===== config.mk =====
export PLATFORM = sky130hd
export DESIGN_NAME = write_back_gen
export DESIGN_NICKNAME = d
export VERILOG_FILES = /design/src/rtl/write_back_gen.sv
export SDC_FILE = /design/constraint.sdc
export NUM_CORES = 1
export LEC_CHECK = 0
export ABC_CLOCK_PERIOD_IN_PS = 1800
export CAP_MARGIN = 40
export CORE_MARGIN = 2
export CORE_UTILIZATION = 37
export CTS_CLUSTER_SIZE = 10
export DETAILED_ROUTE_END_ITERATION = 8
export PLACE_DENSITY = 0.84
export SETUP_SLACK_MARGIN = 0.4
export SLEW_MARGIN = 25
export SYNTH_ARGS = -nofsm -noshare
export SYNTH_HDL_FRONTEND = slang
export SYNTH_SLANG_ARGS = --single-unit

===== constraint.sdc =====
create_clock -name clk -period 1.8 [get_ports clk]
set_input_delay 0.54 -clock clk [delete_from_list [all_inputs] [get_ports clk]]
set_output_delay 0.54 -clock clk [all_outputs]
set_load 0.02 [all_outputs]

===== src/rtl/write_back_gen.sv =====
// Writeback controller: init/conv/accumulate/swap/drain sequencing plus a registered row-to-port mux.
// Optional feature macro: WB_RELU_EN (clamp negative forwarded values to zero).
module write_back_gen #(
  parameter int unsigned DATA_WIDTH = 25,
  parameter int unsigned DEPTH      = 62,
  parameter int unsigned NUM_ROWS   = 4,
  parameter int unsigned NUM_PORTS  = 2,
  parameter int unsigned PASS_W     = 8
) (
  input  logic                            clk,
  input  logic                            rst,
  input  logic                            start_init,
  input  logic [PASS_W-1:0]               cfg_passes,
  input  logic                            p_filter_end,
  input  logic [NUM_ROWS*DATA_WIDTH-1:0]  row_data,
  input  logic [NUM_ROWS-1:0]             row_valid,
  output logic                            p_init,
  output logic [NUM_ROWS-1:0]             p_write_zero,
  output logic                            start_conv,
  output logic                            odd_cnt,
  output logic [NUM_PORTS*DATA_WIDTH-1:0] out_data,
  output logic [NUM_PORTS-1:0]            out_valid,
  output logic                            layer_done,
  output logic                            err_protocol
);

  localparam int unsigned NUM_GROUPS = NUM_ROWS / NUM_PORTS;
  localparam int unsigned CNT_W      = $clog2(DEPTH + 4);
  localparam int unsigned GRP_W      = (NUM_GROUPS > 1) ? $clog2(NUM_GROUPS) : 1;

  localparam logic [CNT_W-1:0] CntInitEnd  = CNT_W'(DEPTH);
  localparam logic [CNT_W-1:0] CntStartEnd = CNT_W'(DEPTH + 2);
  localparam logic [CNT_W-1:0] CntPhaseEnd = CNT_W'(DEPTH - 1);
  localparam logic [GRP_W-1:0] LastGroup   = GRP_W'(NUM_GROUPS - 1);

  typedef enum logic [3:0] {
    StIdle, StInit, StStart, StWaitFilt, StAdd, StWaitWr, StSwap, StDrain, StGap, StDone
  } state_e;

  state_e             state_q, state_d;
  logic [CNT_W-1:0]   cnt_q;
  logic [GRP_W-1:0]   group_q;
  logic [PASS_W-1:0]  pass_cnt_q;
  logic [PASS_W-1:0]  passes_q;

  logic                            p_init_d;
  logic [NUM_ROWS-1:0]             p_write_zero_d;
  logic                            start_conv_d;
  logic                            odd_cnt_d;
  logic                            layer_done_d;
  logic [NUM_PORTS*DATA_WIDTH-1:0] out_data_d;
  logic [NUM_PORTS-1:0]            out_valid_d;
  logic                            err_protocol_d;

  // State register with phase counter, group index and pass bookkeeping.
  always_ff @(posedge clk) begin
    if (rst) begin
      state_q    <= StIdle;
      cnt_q      <= '0;
      group_q    <= '0;
      pass_cnt_q <= '0;
      passes_q   <= '0;
    end else begin
      state_q <= state_d;
      cnt_q   <= (state_d != state_q) ? '0 : cnt_q + CNT_W'(1);
      if (state_q == StIdle && start_init) begin
        passes_q <= (cfg_passes == '0) ? PASS_W'(1) : cfg_passes;
      end
      if (state_q == StWaitFilt && p_filter_end) begin
        pass_cnt_q <= pass_cnt_q + PASS_W'(1);
      end else if (state_q == StDone) begin
        pass_cnt_q <= '0;
      end
      if (state_q == StSwap) begin
        group_q <= '0;
      end else if (state_q == StGap) begin
        group_q <= group_q + GRP_W'(1);
      end
    end
  end

  always_comb begin
    state_d = state_q;
    unique case (state_q)
      StIdle:     if (start_init) state_d = StInit;
      // INIT keeps one settle cycle after the last zero push before conv starts.
      StInit:     if (cnt_q == CntInitEnd) state_d = StStart;
      StStart:    if (cnt_q == CntStartEnd) state_d = StWaitFilt;
      StWaitFilt: if (p_filter_end) state_d = StAdd;
      StAdd:      if (cnt_q == CntPhaseEnd) state_d = StWaitWr;
      StWaitWr:   state_d = StSwap;
      StSwap:     state_d = StDrain;
      StDrain: begin
        if (cnt_q == CntPhaseEnd) begin
          if (group_q != LastGroup)      state_d = StGap;
          else if (pass_cnt_q < passes_q) state_d = StWaitFilt;
          else                            state_d = StDone;
        end
      end
      StGap:      state_d = StDrain;
      StDone:     state_d = StIdle;
      default:    state_d = StIdle;
    endcase
  end

  always_comb begin
    p_init_d       = (state_q == StInit) && (cnt_q != CntInitEnd);
    start_conv_d   = (state_q == StStart) || (state_q == StSwap);
    odd_cnt_d      = odd_cnt ^ (state_q == StSwap);
    layer_done_d   = (state_q == StDone);
    p_write_zero_d = '0;
    for (int unsigned g = 0; g < NUM_GROUPS; g++) begin
      if (state_q == StDrain && group_q == GRP_W'(g)) begin
        p_write_zero_d[g*NUM_PORTS +: NUM_PORTS] = '1;
      end
    end
  end

  // Row-to-port mux: only an exact single-group valid mask is forwarded.
  always_comb begin
    logic                  hit;
    logic [NUM_ROWS-1:0]   mask;
    logic [DATA_WIDTH-1:0] val;
    hit         = 1'b0;
    mask        = '0;
    val         = '0;
    out_data_d  = '0;
    out_valid_d = '0;
    for (int unsigned g = 0; g < NUM_GROUPS; g++) begin
      mask = NUM_ROWS'({NUM_PORTS{1'b1}}) << (g * NUM_PORTS);
      if (row_valid == mask) begin
        hit         = 1'b1;
        out_valid_d = '1;
        for (int unsigned p = 0; p < NUM_PORTS; p++) begin
          val = row_data[(g*NUM_PORTS + p)*DATA_WIDTH +: DATA_WIDTH];
`ifdef WB_RELU_EN
          if (val[DATA_WIDTH-1]) val = '0;
`endif
          out_data_d[p*DATA_WIDTH +: DATA_WIDTH] = val;
        end
      end
    end
    err_protocol_d = err_protocol | ((row_valid != '0) && !hit);
  end

  always_ff @(posedge clk) begin
    if (rst) begin
      p_init       <= 1'b0;
      p_write_zero <= '0;
      start_conv   <= 1'b0;
      odd_cnt      <= 1'b0;
      layer_done   <= 1'b0;
      out_data     <= '0;
      out_valid    <= '0;
      err_protocol <= 1'b0;
    end else begin
      p_init       <= p_init_d;
      p_write_zero <= p_write_zero_d;
      start_conv   <= start_conv_d;
      odd_cnt      <= odd_cnt_d;
      layer_done   <= layer_done_d;
      out_data     <= out_data_d;
      out_valid    <= out_valid_d;
      err_protocol <= err_protocol_d;
    end
  end

endmodule

==> reports/summary.txt <==
# H-tree levels: 3
Die height: 103 µm
Nets: 779
DIE AREA: 10600 µm²
DR DRC count: 0
Global-route wire length before repair: 18.6 mm
EDFF count, synth: 0
Port bufs: 176
Status: complete, but fails checks
Post-route cell area: 6530 µm²
Final setup vio count: 3
Sequential share of the synthesized area: 47.5%
Skew-Pair Late Insertion Delay: 360 ps
Vias in the first global route: 3874
Mean Syn Cell Area: 8.09 µm²
Area delta synth->final: 80.1%
ANT nets after route: 0
Mapped Cells: 448
Global Route Usage Sum: 22.9%
Placement Cell Area: 5680 µm²
Post-synth top flop: dfxtp_1
Crit. End Element: register
Total CTS buffers: 9
Startpoint Class: register
Layout cells sized above 1: 34.1%
Leading post-synthesis cells by cell area: dfxtp_1 47%, nand2_1 11%, a21oi_1 9.7%
Final Hold Fails: 0
Final core utilization: 67.7%
# rows: 36
Ant. Diodes: 0
Final Slew Violations: 0
Fmax: 0.550 GHz
I/O pins: 177
Max Root-Sink Buffers: 2
Clock slew at reported path FFs: 90 ps
Initial antenna violation count: 0
Tot Pwr: 0.00441 W
Worst Tran Pin Value: 376 ps
CP required: 2090 ps
Crit-path max FO: 7
Core area: 9640 µm²
FF+latch count, synth: 86
Yosys top cell area share: 47.5%
Syn_nets: 576
Via count: 4042
Pwr Density: 676 nW/µm²
Pre-CTS WS: -480 ps
GP Congestion: 0.811
Mean routed wirelength per cell: 17.0 µm
Final Cycle Share: 101%
Pleak: 2.79 nW
Max IR drop VDD: 0.000654 V
DRT Pass-1 Iters: 4
Synth cell types: 46
1st-iter DRT viols: 132
Initial core utilization: 37.6%
Final Non-Filler Cells: 789
Cell with the most instances after synthesis: nand2_1
DPL Wire Length: 8.45 mm
Post-synth ARST share: 0%
Worst setup margin: -18.2 ps
Maxcap violations: 0
Slew margin rel.: 74.9%
Reg2Reg Depth: 7
Clk sinks: 86
Critical path arrival: 2100 ps
Area leader, netlist: dfxtp_1
Failing checks: setup timing
Final min period: 1820 ps
WHS Path Cells: 2
Die X: 103 µm
Unrepaired setup endpoints after global routing: true
Root Driver: clkbuf_8
Synth Cell Area: 3620 µm²
Setup CP Type: reg2reg
CTS tree: built
Placed cell count: 749
Synth Warn #: 0
WL final: 13.4 mm
Hold Path Class: reg2reg
Fin Clk Skew: 9.71 ps
Total gr overflow: 0
Top cells by count, synth: 110 x nand2_1, 86 x dfxtp_1, 70 x a21oi_1, 31 x nor2_1, 23 x clkbuf_1
Post-DR vias/cell: 5.12
Largest net degree at the start of global routing: 51
-- where the power goes --
group	leakage (nW)	total, W	internal (W)	switching [W]
combinational	1.97	0.000881	0.000496	0.000385
clock	0.106	0.00152	0.000786	0.000738
sequential	0.716	0.00200	0.00196	0.0000463
-- layout make-up --
cell class	count	area (µm²)
Clock buffer	9	124
Fill cell	727	3110
Sequential cell	86	1780
Clock inverter	7	97.6
Inverter	14	57.6
Multi-Input combinational cell	319	2070
Tap cell	133	166
Timing Repair Buffer	221	2220
-- cell families (layout without fill, tap and decap cells) --
logic type	after synthesis	after routing	synth area share [%]
flip-flops	86	86	47.5
AO/OA/AOI/OAI	98	98	15.3
multiplexers	8	8	2.24
buffers and inverters	44	251	5.25
XOR/XNOR	8	8	1.93
AND/OR/NAND/NOR	192	193	23.6
adder cells (fa/ha/maj)	12	12	4.14
-- state kept, by name (all words and copies together) (netlist names) --
| signal | count |
|---|---|
| p_write_zero | 2 |
| layer_done | 1 |
| out_data | 50 |
| pass_cnt_q | 8 |
| out_valid | 1 |
| odd_cnt | 1 |
| group_q | 1 |
| cnt_q | 7 |
| passes_q | 8 |
| state_q | 4 |
| start_conv | 1 |
| p_init | 1 |
| err_protocol | 1 |
-- final timing paths --
path	from	to	slack, ps
max reg2reg	state_q[0]	cnt_q[0]	-20
min reg2reg	err_protocol	err_protocol	490
max	state_q[0]	cnt_q[0]	-20
min	err_protocol	err_protocol	490
-- timing repair --
action	in CTS	in global routing
hold buffers	0	0
resized for setup	329	125
cloned	5	2
pin swaps	21	21
endpoints found under the setup margin	143	111
buffers inserted	5	12
-- critical path, stage by stage (launching register included) --
cell     delay, ps
dfxtp_4        350
buf_4          150
buf_4          140
and2_4         160
o31ai_4         70
a21oi_4        100
or4b_4         610
a21oi_2        170
-- metal layers --
layer	vias to the layer above	share of wire, %	wire length, µm	global-route usage [%]
li1	1904	-	-	-
met1	1907	37	4900	25.0
met2	191	52	7020	41.4
met3	40	8.2	1100	7.66
met4	0	2.9	386	8.20
met5	-	0	0	0
-- stage by stage --
stage	TNS [ps]	hold WS [ps]
6_report	-19.0	489
5_1_grt	-319	512
3_3_place_gp	-6620	451
4_1_cts	0	481
3_5_place_dp	-9690	469
2_1_floorplan	0	431
-- layout by cell type, fill, tap and decap left out, drive strengths merged, types with 3 or more instances in the layout --
master / Yosys / layout
clkbuf: 23 / 12
nand3: 11 / 12
o21ai: 10 / 10
nand2: 110 / 110
inv: 14 / 15
dlymetal6s2s: 0 / 3
a21oi: 71 / 71
clkdlybuf4s50: 0 / 106
clkdlybuf4s15: 0 / 3
dfxtp: 86 / 86
xnor2: 5 / 5
buf: 7 / 102
a211oi: 4 / 4
mux2i: 7 / 7
nand2b: 5 / 5
nor2: 31 / 31
ha: 12 / 12
and2: 5 / 5
nor3: 10 / 10
nor2b: 4 / 4
xor2: 3 / 3
nand4: 4 / 4
Power figures use the tool's default switching activity.
